**config.mk**
```make
export PLATFORM = sky130hd
export DESIGN_NAME = regfile_mp
export DESIGN_NICKNAME = d
export VERILOG_FILES = /design/src/rtl/regfile_mp.sv
export SDC_FILE = /design/constraint.sdc
export NUM_CORES = 2
export LEC_CHECK = 0
export BUFFER_PORTS_ARGS = -buffer_cell sky130_fd_sc_hd__buf_4
export CORE_MARGIN = 2
export CORE_UTILIZATION = 35
export CTS_BUF_LIST = sky130_fd_sc_hd__clkbuf_2 sky130_fd_sc_hd__clkbuf_4 sky130_fd_sc_hd__clkbuf_8
export DETAILED_ROUTE_END_ITERATION = 10
export HOLD_SLACK_MARGIN = 0.08
export SETUP_SLACK_MARGIN = 0.2
export SLEW_MARGIN = 20
export SYNTH_ARGS = -nofsm -noshare
export SYNTH_HDL_FRONTEND = slang
export SYNTH_SLANG_ARGS = --single-unit
```
**constraint.sdc**
```tcl
create_clock -name clk -period 8.9 [get_ports clk]
set_clock_uncertainty 0.15 [all_clocks]
set_input_delay 2.225 -clock clk [delete_from_list [all_inputs] [get_ports clk]]
set_output_delay 2.225 -clock clk [all_outputs]
set_load 0.05 [all_outputs]
```
**src/rtl/regfile_mp.sv**
```systemverilog
// ============================================================================
// regfile_mp
// ----------------------------------------------------------------------------
// Parametrised multi-port integer register file.
//   - NUM_RD combinational read ports with write-through forwarding
//   - two write ports; A has priority over B on an address collision
//   - per-register pending-write scoreboard (busy bits)
//   - sequential zero-clear sweep after reset or on clr_req_i
//
// Ports:
//   clk, rst       clock and asynchronous active-high reset
//   rd_addr_i      NUM_RD packed read addresses (port k at [k*ADDR_W +: ADDR_W])
//   rd_data_o      NUM_RD packed read data      (port k at [k*DATA_W +: DATA_W])
//   rd_busy_o      per read port: addressed register has an outstanding write
//   wa_*           write port A (high priority, EX path)
//   wb_*           write port B (low priority, load/WB path)
//   alloc_en_i     mark alloc_addr_i as pending-write
//   alloc_addr_i   register to mark busy
//   clr_req_i      start a zero-clear sweep (ignored while one is running)
//   ready_o        1 = file usable, 0 while the sweep runs
// ============================================================================
module regfile_mp #(
    parameter int DATA_W   = 32,
    parameter int ADDR_W   = 5,
    parameter int NUM_RD   = 2,
    parameter int ZERO_REG = 1
) (
    input  logic                     clk,
    input  logic                     rst,
    input  logic [NUM_RD*ADDR_W-1:0] rd_addr_i,
    output logic [NUM_RD*DATA_W-1:0] rd_data_o,
    output logic [NUM_RD-1:0]        rd_busy_o,
    input  logic                     wa_en_i,
    input  logic [ADDR_W-1:0]        wa_addr_i,
    input  logic [DATA_W-1:0]        wa_data_i,
    input  logic                     wb_en_i,
    input  logic [ADDR_W-1:0]        wb_addr_i,
    input  logic [DATA_W-1:0]        wb_data_i,
    input  logic                     alloc_en_i,
    input  logic [ADDR_W-1:0]        alloc_addr_i,
    input  logic                     clr_req_i,
    output logic                     ready_o
);

    localparam int NUM_REGS = 2 ** ADDR_W;

    typedef enum logic {
        INIT,
        RUN
    } state_t;

    state_t              state;
    logic [ADDR_W-1:0]   cnt;
    logic [NUM_REGS-1:0] busy;
    logic [NUM_REGS-1:0] busy_nxt;
    logic [DATA_W-1:0]   mem [NUM_REGS];

    logic run;
    logic wa_ok;
    logic wb_ok;

    assign run = (state == RUN);

    // Effective writes: only in RUN, never to a hardwired x0, and B is
    // dropped when A hits the same register in the same cycle.
    assign wa_ok = run && wa_en_i && !(ZERO_REG != 0 && wa_addr_i == '0);
    assign wb_ok = run && wb_en_i && !(ZERO_REG != 0 && wb_addr_i == '0)
                   && !(wa_ok && wa_addr_i == wb_addr_i);

    // Sweep/run controller. The sweep counter walks every entry once;
    // leaving INIT happens on the edge that writes the last entry, so
    // ready_o (registered) rises right after the final sweep write.
    always_ff @(posedge clk or posedge rst) begin
        if (rst) begin
            state   <= INIT;
            cnt     <= '0;
            busy    <= '0;
            ready_o <= 1'b0;
        end else begin
            case (state)
                INIT: begin
                    cnt  <= cnt + 1'b1;
                    busy <= '0;
                    if (cnt == ADDR_W'(NUM_REGS - 1)) begin
                        state   <= RUN;
                        ready_o <= 1'b1;
                    end
                end
                RUN: begin
                    if (clr_req_i) begin
                        state   <= INIT;
                        cnt     <= '0;
                        busy    <= '0;
                        ready_o <= 1'b0;
                    end else begin
                        busy <= busy_nxt;
                    end
                end
                default: begin
                    state   <= INIT;
                    cnt     <= '0;
                    busy    <= '0;
                    ready_o <= 1'b0;
                end
            endcase
        end
    end

    // Data array has no reset; the sweep is what zeroes it. Port A is
    // written last so it wins even if the collision guard were absent.
    always_ff @(posedge clk) begin
        if (!run) begin
            mem[cnt] <= '0;
        end else begin
            if (wb_ok) begin
                mem[wb_addr_i] <= wb_data_i;
            end
            if (wa_ok) begin
                mem[wa_addr_i] <= wa_data_i;
            end
        end
    end

    // Scoreboard update: a new allocation outranks a completing write to
    // the same register, because the allocating instruction is younger.
    always_comb begin
        busy_nxt = busy;
        for (int i = 0; i < NUM_REGS; i++) begin
            if (alloc_en_i && alloc_addr_i == ADDR_W'(i)) begin
                busy_nxt[i] = 1'b1;
            end else if ((wa_en_i && wa_addr_i == ADDR_W'(i)) ||
                         (wb_en_i && wb_addr_i == ADDR_W'(i))) begin
                busy_nxt[i] = 1'b0;
            end
        end
        if (ZERO_REG != 0) begin
            busy_nxt[0] = 1'b0;
        end
    end

    // Read ports with same-cycle forwarding from both write ports. A value
    // being forwarded this cycle is by definition not pending, so busy is
    // masked whenever a write port hits the read address.
    for (genvar k = 0; k < NUM_RD; k++) begin : g_rd
        logic [ADDR_W-1:0] addr;
        logic [DATA_W-1:0] data;
        logic              bsy;
        logic              wr_hit;

        assign addr   = rd_addr_i[k*ADDR_W +: ADDR_W];
        assign wr_hit = (wa_en_i && addr == wa_addr_i) ||
                        (wb_en_i && addr == wb_addr_i);

        always_comb begin
            data = '0;
            bsy  = 1'b0;
            if (run && !(ZERO_REG != 0 && addr == '0)) begin
                if (wa_en_i && addr == wa_addr_i) begin
                    data = wa_data_i;
                end else if (wb_en_i && addr == wb_addr_i) begin
                    data = wb_data_i;
                end else begin
                    data = mem[addr];
                end
                bsy = busy[addr] && !wr_hit;
            end
        end

        assign rd_data_o[k*DATA_W +: DATA_W] = data;
        assign rd_busy_o[k]                  = bsy;
    end

endmodule

```
---- After elaboration in Yosys (flattened, before gate mapping) ----
Memory sizes are Yosys's and may differ from the RTL's.
Cells that the tools add are included.
W data, S select, Z words.
storage, ports and cells
  RAM bits ................................ 1024
  output and inout port bits .............. 67
  logic and storage cells ................. 419
  memories kept ........................... 1
  input bits .............................. 95
  register bits ........................... 39
memory list
  memory  words  width  read ports  clocked after Yosys merged registers in  wr ports  line  RTL
  mem     32     32     2           0                                        2         56    logic [DATA_W-1:0] mem [NUM_REGS];
cells by class
  eq/ne operators ......................... 132
  multiplexer cells ....................... 94
  $add $sub $neg .......................... 1
  order comparisons ....................... 2
  bitwise gates (word level) .............. 1
  reduce and logical (&&, ||, !) cells .... 153
operator list
  kind                   number
  $mux W32               8
  $eq A5 B5 Y1 const B   49
  $ne A4 B2 Y1 const B   31
  $eq A5 B4 Y1 const B   24
  $logic_and A1 B1 Y1    107
  $mux W1                78
  $pmux W32 S2           1
  $eq A5 B3 Y1 const B   12
  $logic_or A1 B1 Y1     33
  $reduce_or A32 Y1      1
  $eq A5 B2 Y1 const B   6
  $eq A5 B5 Y1           5
  $logic_not A5 Y1       4
  $eq A5 B1 Y1 const B   3
  $lt A5 B6 Y1 const B   2
  $bmux W1 S5            2
  $mux W5                2
  $pmux W5 S2            1
  $logic_not A1 Y1       7
  $add A5 B1 Y5 const B  1
  $ne A2 B2 Y1 const B   2
  $pmux W1 S2            2
  $reduce_and A2 Y1      1
  $not A1 Y1             1

---- Logic depth before layout (Yosys ltp) ----
  depth in word-level cells ............... 11
  mapped depth ............................ 9
  depth with buffers taken out ............ 5

---- Least setup slack after synthesis ----
No wires, ideal clock.
  path type ............................... input -> output
  start ................................... input port rd_addr_i[0]
  end ..................................... output port rd_data_o[31]
  arrival ................................. 4656 ps
  stages .................................. 8
  buffers on the path ..................... 3
  required time ........................... 6525 ps
  setup slack ............................. 1869 ps
  cells stage by stage .................... buf_6 buf_6 xor2_1 nor4_1 a31oi_1 clkbuf_1 nand3_1 o32ai_1
on the way
  cells in the longest elaborated chain, start to end .. 5
  elaborated cells on any way between the ends .. 11
  classes of those cells .................. 2 x eq/ne; 3 x mux; 5 x reduce/logical; 1 x memory
RTL lines
  what                                                                     line  RTL
  start, declared                                                          30    input logic [NUM_RD*ADDR_W-1:0] rd_addr_i,
  parallel branches: the longest is 4 deep, another holds $mem_v2 Z32 W32  --
  $mux W32 *                                                               157   if (run && !(ZERO_REG != 0 && addr == '0)) begin
  end, declared                                                            31    output logic [NUM_RD*DATA_W-1:0] rd_data_o,
Mark *: on every way between the ends.

---- Worst setup path after layout ----
  start ................................... input port rd_addr_i[1]
  end ..................................... output port rd_data_o[15]
Same word-level chain as after synthesis.

==> results.md <==
* Status: completed
* Async SR Flop Fraction at 0.0358
* Cell accounting for the most synthesized area: edfxtp_1
* Critical-path top delay cell: nor2_4
* Final setup fails at 0
* CTS clk-pin slew, worst paths at 50 ps
* Synthesized instance count at 5,331
* Port Buffers at 161
* FF-to-FF setup slack at 4920 ps
* First-pass GRT wire length at 331 mm
* Routability cong. at 0.852
* Tcrit/Tclk final at 0.902
* Setup TNS at 0 ps
* Vias per cell at 6.23
* DRC violations left at 0
* Worst hold path class: reg2reg
* Crit path time final at 8020 ps
* Routed len/inst at 30.6 µm
* CORE AREA at 0.176 mm²
* Setup crit start kind: primary input
* Hold Vio Cnt, Final at 0
* Most common cell on crit path: buf_4
* YS warnings at 0
* Largest net degree at the start of global routing at 120
* Yosys reg bits at 1,062
* Fin. max-slew vios at 0
* Cell Rows at 154
* Main flop type after synthesis: edfxtp_1
* Syn_nets at 5,428
* DIE WIDTH at 424 µm
* Routed via count at 47,500
* Vias in the first global route at 45,800
* FILL cells at 16,500
* Gr usage total at 0.255
* Slew HR at 0.186
* Starting density of the core at 0.351
* FF-to-FF End: mem[29][6]$_DFFE_PP_
* Clk root buf: clkbuf_8
* Gr ovfl total at 0
* Most frequent cell after synthesis: o21ai_0
* CP max FO at 44
* Reg2reg start: run$_DFF_PP0_
* DP Cell Count at 7,292
* Clock Path Buffers at 3
* Hold Slack at 393 ps
* Sequential area share after synthesis at 0.513
* Achievable Freq at 125 MHz
* Crit path largest cell delay at 800 ps
* Power density cells at 201 mW/mm²
* Num CTS Buffers at 178
* WS Path Type: in2out
* Crit-path cells: buf_6 -> xor2_1 -> nor4_1 -> nand3_1 -> nor2_4 -> buf_4 -> a32o_1 -> buf_4
* Initial antenna violation count at 17
* DRT Pass-1 Iters at 9
* DRT iter0 DRCs at 7,029
* CTS Sinks at 1,062
* Share of cells above drive strength 1 at 0.221
* H-tree levels at 4
* Post_cts resized at 0
* Synth top cells by count: 1,055 x o21ai_0, 1,049 x nand2_1, 1,024 x edfxtp_1
* Hold_buf cts at 0
* Yosys top cell area share at 0.497
* Hold Crit Endpoint: busy[23]$_DFFE_PP0P_
* Crit path setup slack, layout at 875 ps
* Worst skew pair latency at 940 ps
* Area grow syn2layout at 11.6%
* RSZ-0062 raised after global routing: no
* Chip height at 424 µm
* Dpl ws at 1000 ps
* Leakage at 22.2 nW
* Worst-Margin Slew at 1220 ps
* Nets at 5,237
* Final HPWL DP at 138 mm
* Final ANT Viol Nets at 0
* Maxcap violations at 0
* Worst path required time at 6530 ps
* Dominant cells by area after synthesis: edfxtp_1 50%, mux4_2 17%, o21ai_0 8.5%
* Mapped Area at 0.0618 mm²
* Post-synth EDFFs at 1,024
* Worst VDD drop at 0.173 mV
* Layout Cells excl Fill at 7,624
* HP Start: busy[23]$_DFFE_PP0P_
* Io pins at 162
* WP data arrival at 5650 ps
* CP Capture Type: output pin
* Average cell area after synthesis at 11.6 µm²
* Synth unique cells at 63
* CTS tree: yes
* Worst Setup SP: rd_addr_i[1]
* Die ar. at 0.180 mm²
* Worst reg2reg path depth at 5
* WHS Path Cells at 2
* Post-Route WL at 233 mm
* Setup Buffers After CTS at 0
[per-layer routing]
metal  vias to the layer above  share of wire  wire length (µm)  track usage
met5                         -        0.00018                42            0
met3                       648           0.13             29800       0.0744
li1                      20000              -                 -            -
met2                      3320           0.45            105000        0.388
met1                     23500           0.37             85600        0.330
met4                         8          0.055             12900        0.132
[placed cells by master (no fill, tap or decap), types with 6 or more instances in the layout]
cell type / synthesis / routed
clkinv_2: 0 / 19
xnor2_1: 9 / 9
a32o_1: 60 / 60
a211oi_1: 60 / 60
o21ai_0: 1055 / 1055
o22ai_4: 0 / 31
buf_16: 0 / 7
a32oi_1: 11 / 11
nor2_4: 0 / 36
buf_4: 17 / 265
bufinv_16: 0 / 8
clkinv_1: 0 / 41
buf_12: 0 / 25
xor2_1: 16 / 16
nand3_1: 70 / 70
o22ai_1: 149 / 118
clkbuf_4: 0 / 59
clkbuf_8: 0 / 181
and3_1: 11 / 11
o21a_1: 62 / 61
nor2_1: 80 / 54
dfrtp_1: 38 / 38
a22oi_1: 173 / 173
edfxtp_1: 1024 / 1024
nand2_1: 1049 / 1044
mux4_2: 469 / 469
nor3_1: 6 / 6
nand2b_1: 10 / 6
inv_1: 40 / 40
nor2b_1: 21 / 17
a21oi_1: 8 / 6
mux2i_1: 151 / 151
[worst max-delay path by stage]
| stage | end | slack, ps | cells past startpoint |
|---|---|---|---|
| 2_1_floorplan | rd_data_o[31] | 1870 | 8 |
| 3_5_place_dp | rd_data_o[31] | 1000 | 9 |
| 3_3_place_gp | rd_data_o[31] | 960 | 9 |
| 5_1_grt | rd_data_o[10] | 800 | 8 |
| 6_report | rd_data_o[15] | 880 | 8 |
| 4_1_cts | rd_data_o[31] | 980 | 9 |
[cell type report]
cell class	count	area, µm²	share of cell area
inverter	40	150	0.00218
sequential	1062	31700	0.459
clock inverter	82	634	0.00919
timing repair buffer	303	2770	0.0401
multi-input combinational	3555	27900	0.404
tap	2340	2930	0.0424
clock buffer	239	2920	0.0423
antenna	3	7.51	0.000109
[sequential cells by signal (all words and copies together) (netlist names)]
| name | count |
|---|---|
| ready_o | 1 |
| busy | 31 |
| cnt | 5 |
| run | 1 |
| mem | 1024 |
[through the flow]
step,util,power (mW),area [µm²]
4_1_cts,0.391,13.8,68800
3_5_place_dp,0.371,9.37,65300
2_1_floorplan,-,8.09,61800
3_3_place_gp,0.370,9.28,65200
5_1_grt,0.392,14.2,69000
6_report,0.392,13.9,69000
[power by group]
part	leakage, nW	internal, mW	switching, mW
clock	1.87	2.37	2.14
sequential	10.1	6.16	0.235
combinational	10.3	1.02	1.93
total	22.2	9.55	4.31
[critical path: cells and delay by family]
kind,cells,cell delay (ps)
AO/OA/AOI/OAI,1,210
buffers and inverters,3,1230
AND/OR/NAND/NOR,3,1710
XOR/XNOR,1,160
[logic make-up (layout without fill, tap and decap cells)]
logic type / Yosys count / count (layout) / synth area share
compound gates: 1601 / 1601 / 0.153
simple gates: 1300 / 1300 / 0.0853
flops: 1062 / 1062 / 0.513
buf+inv: 714 / 664 / 0.0487
mux: 627 / 627 / 0.197
xor+xnor: 25 / 25 / 0.00354
fa+ha+maj: 2 / 2 / 0.000405
other cells: 0 / 3 / 0
Note: power is estimated with default switching activity, not from simulation.
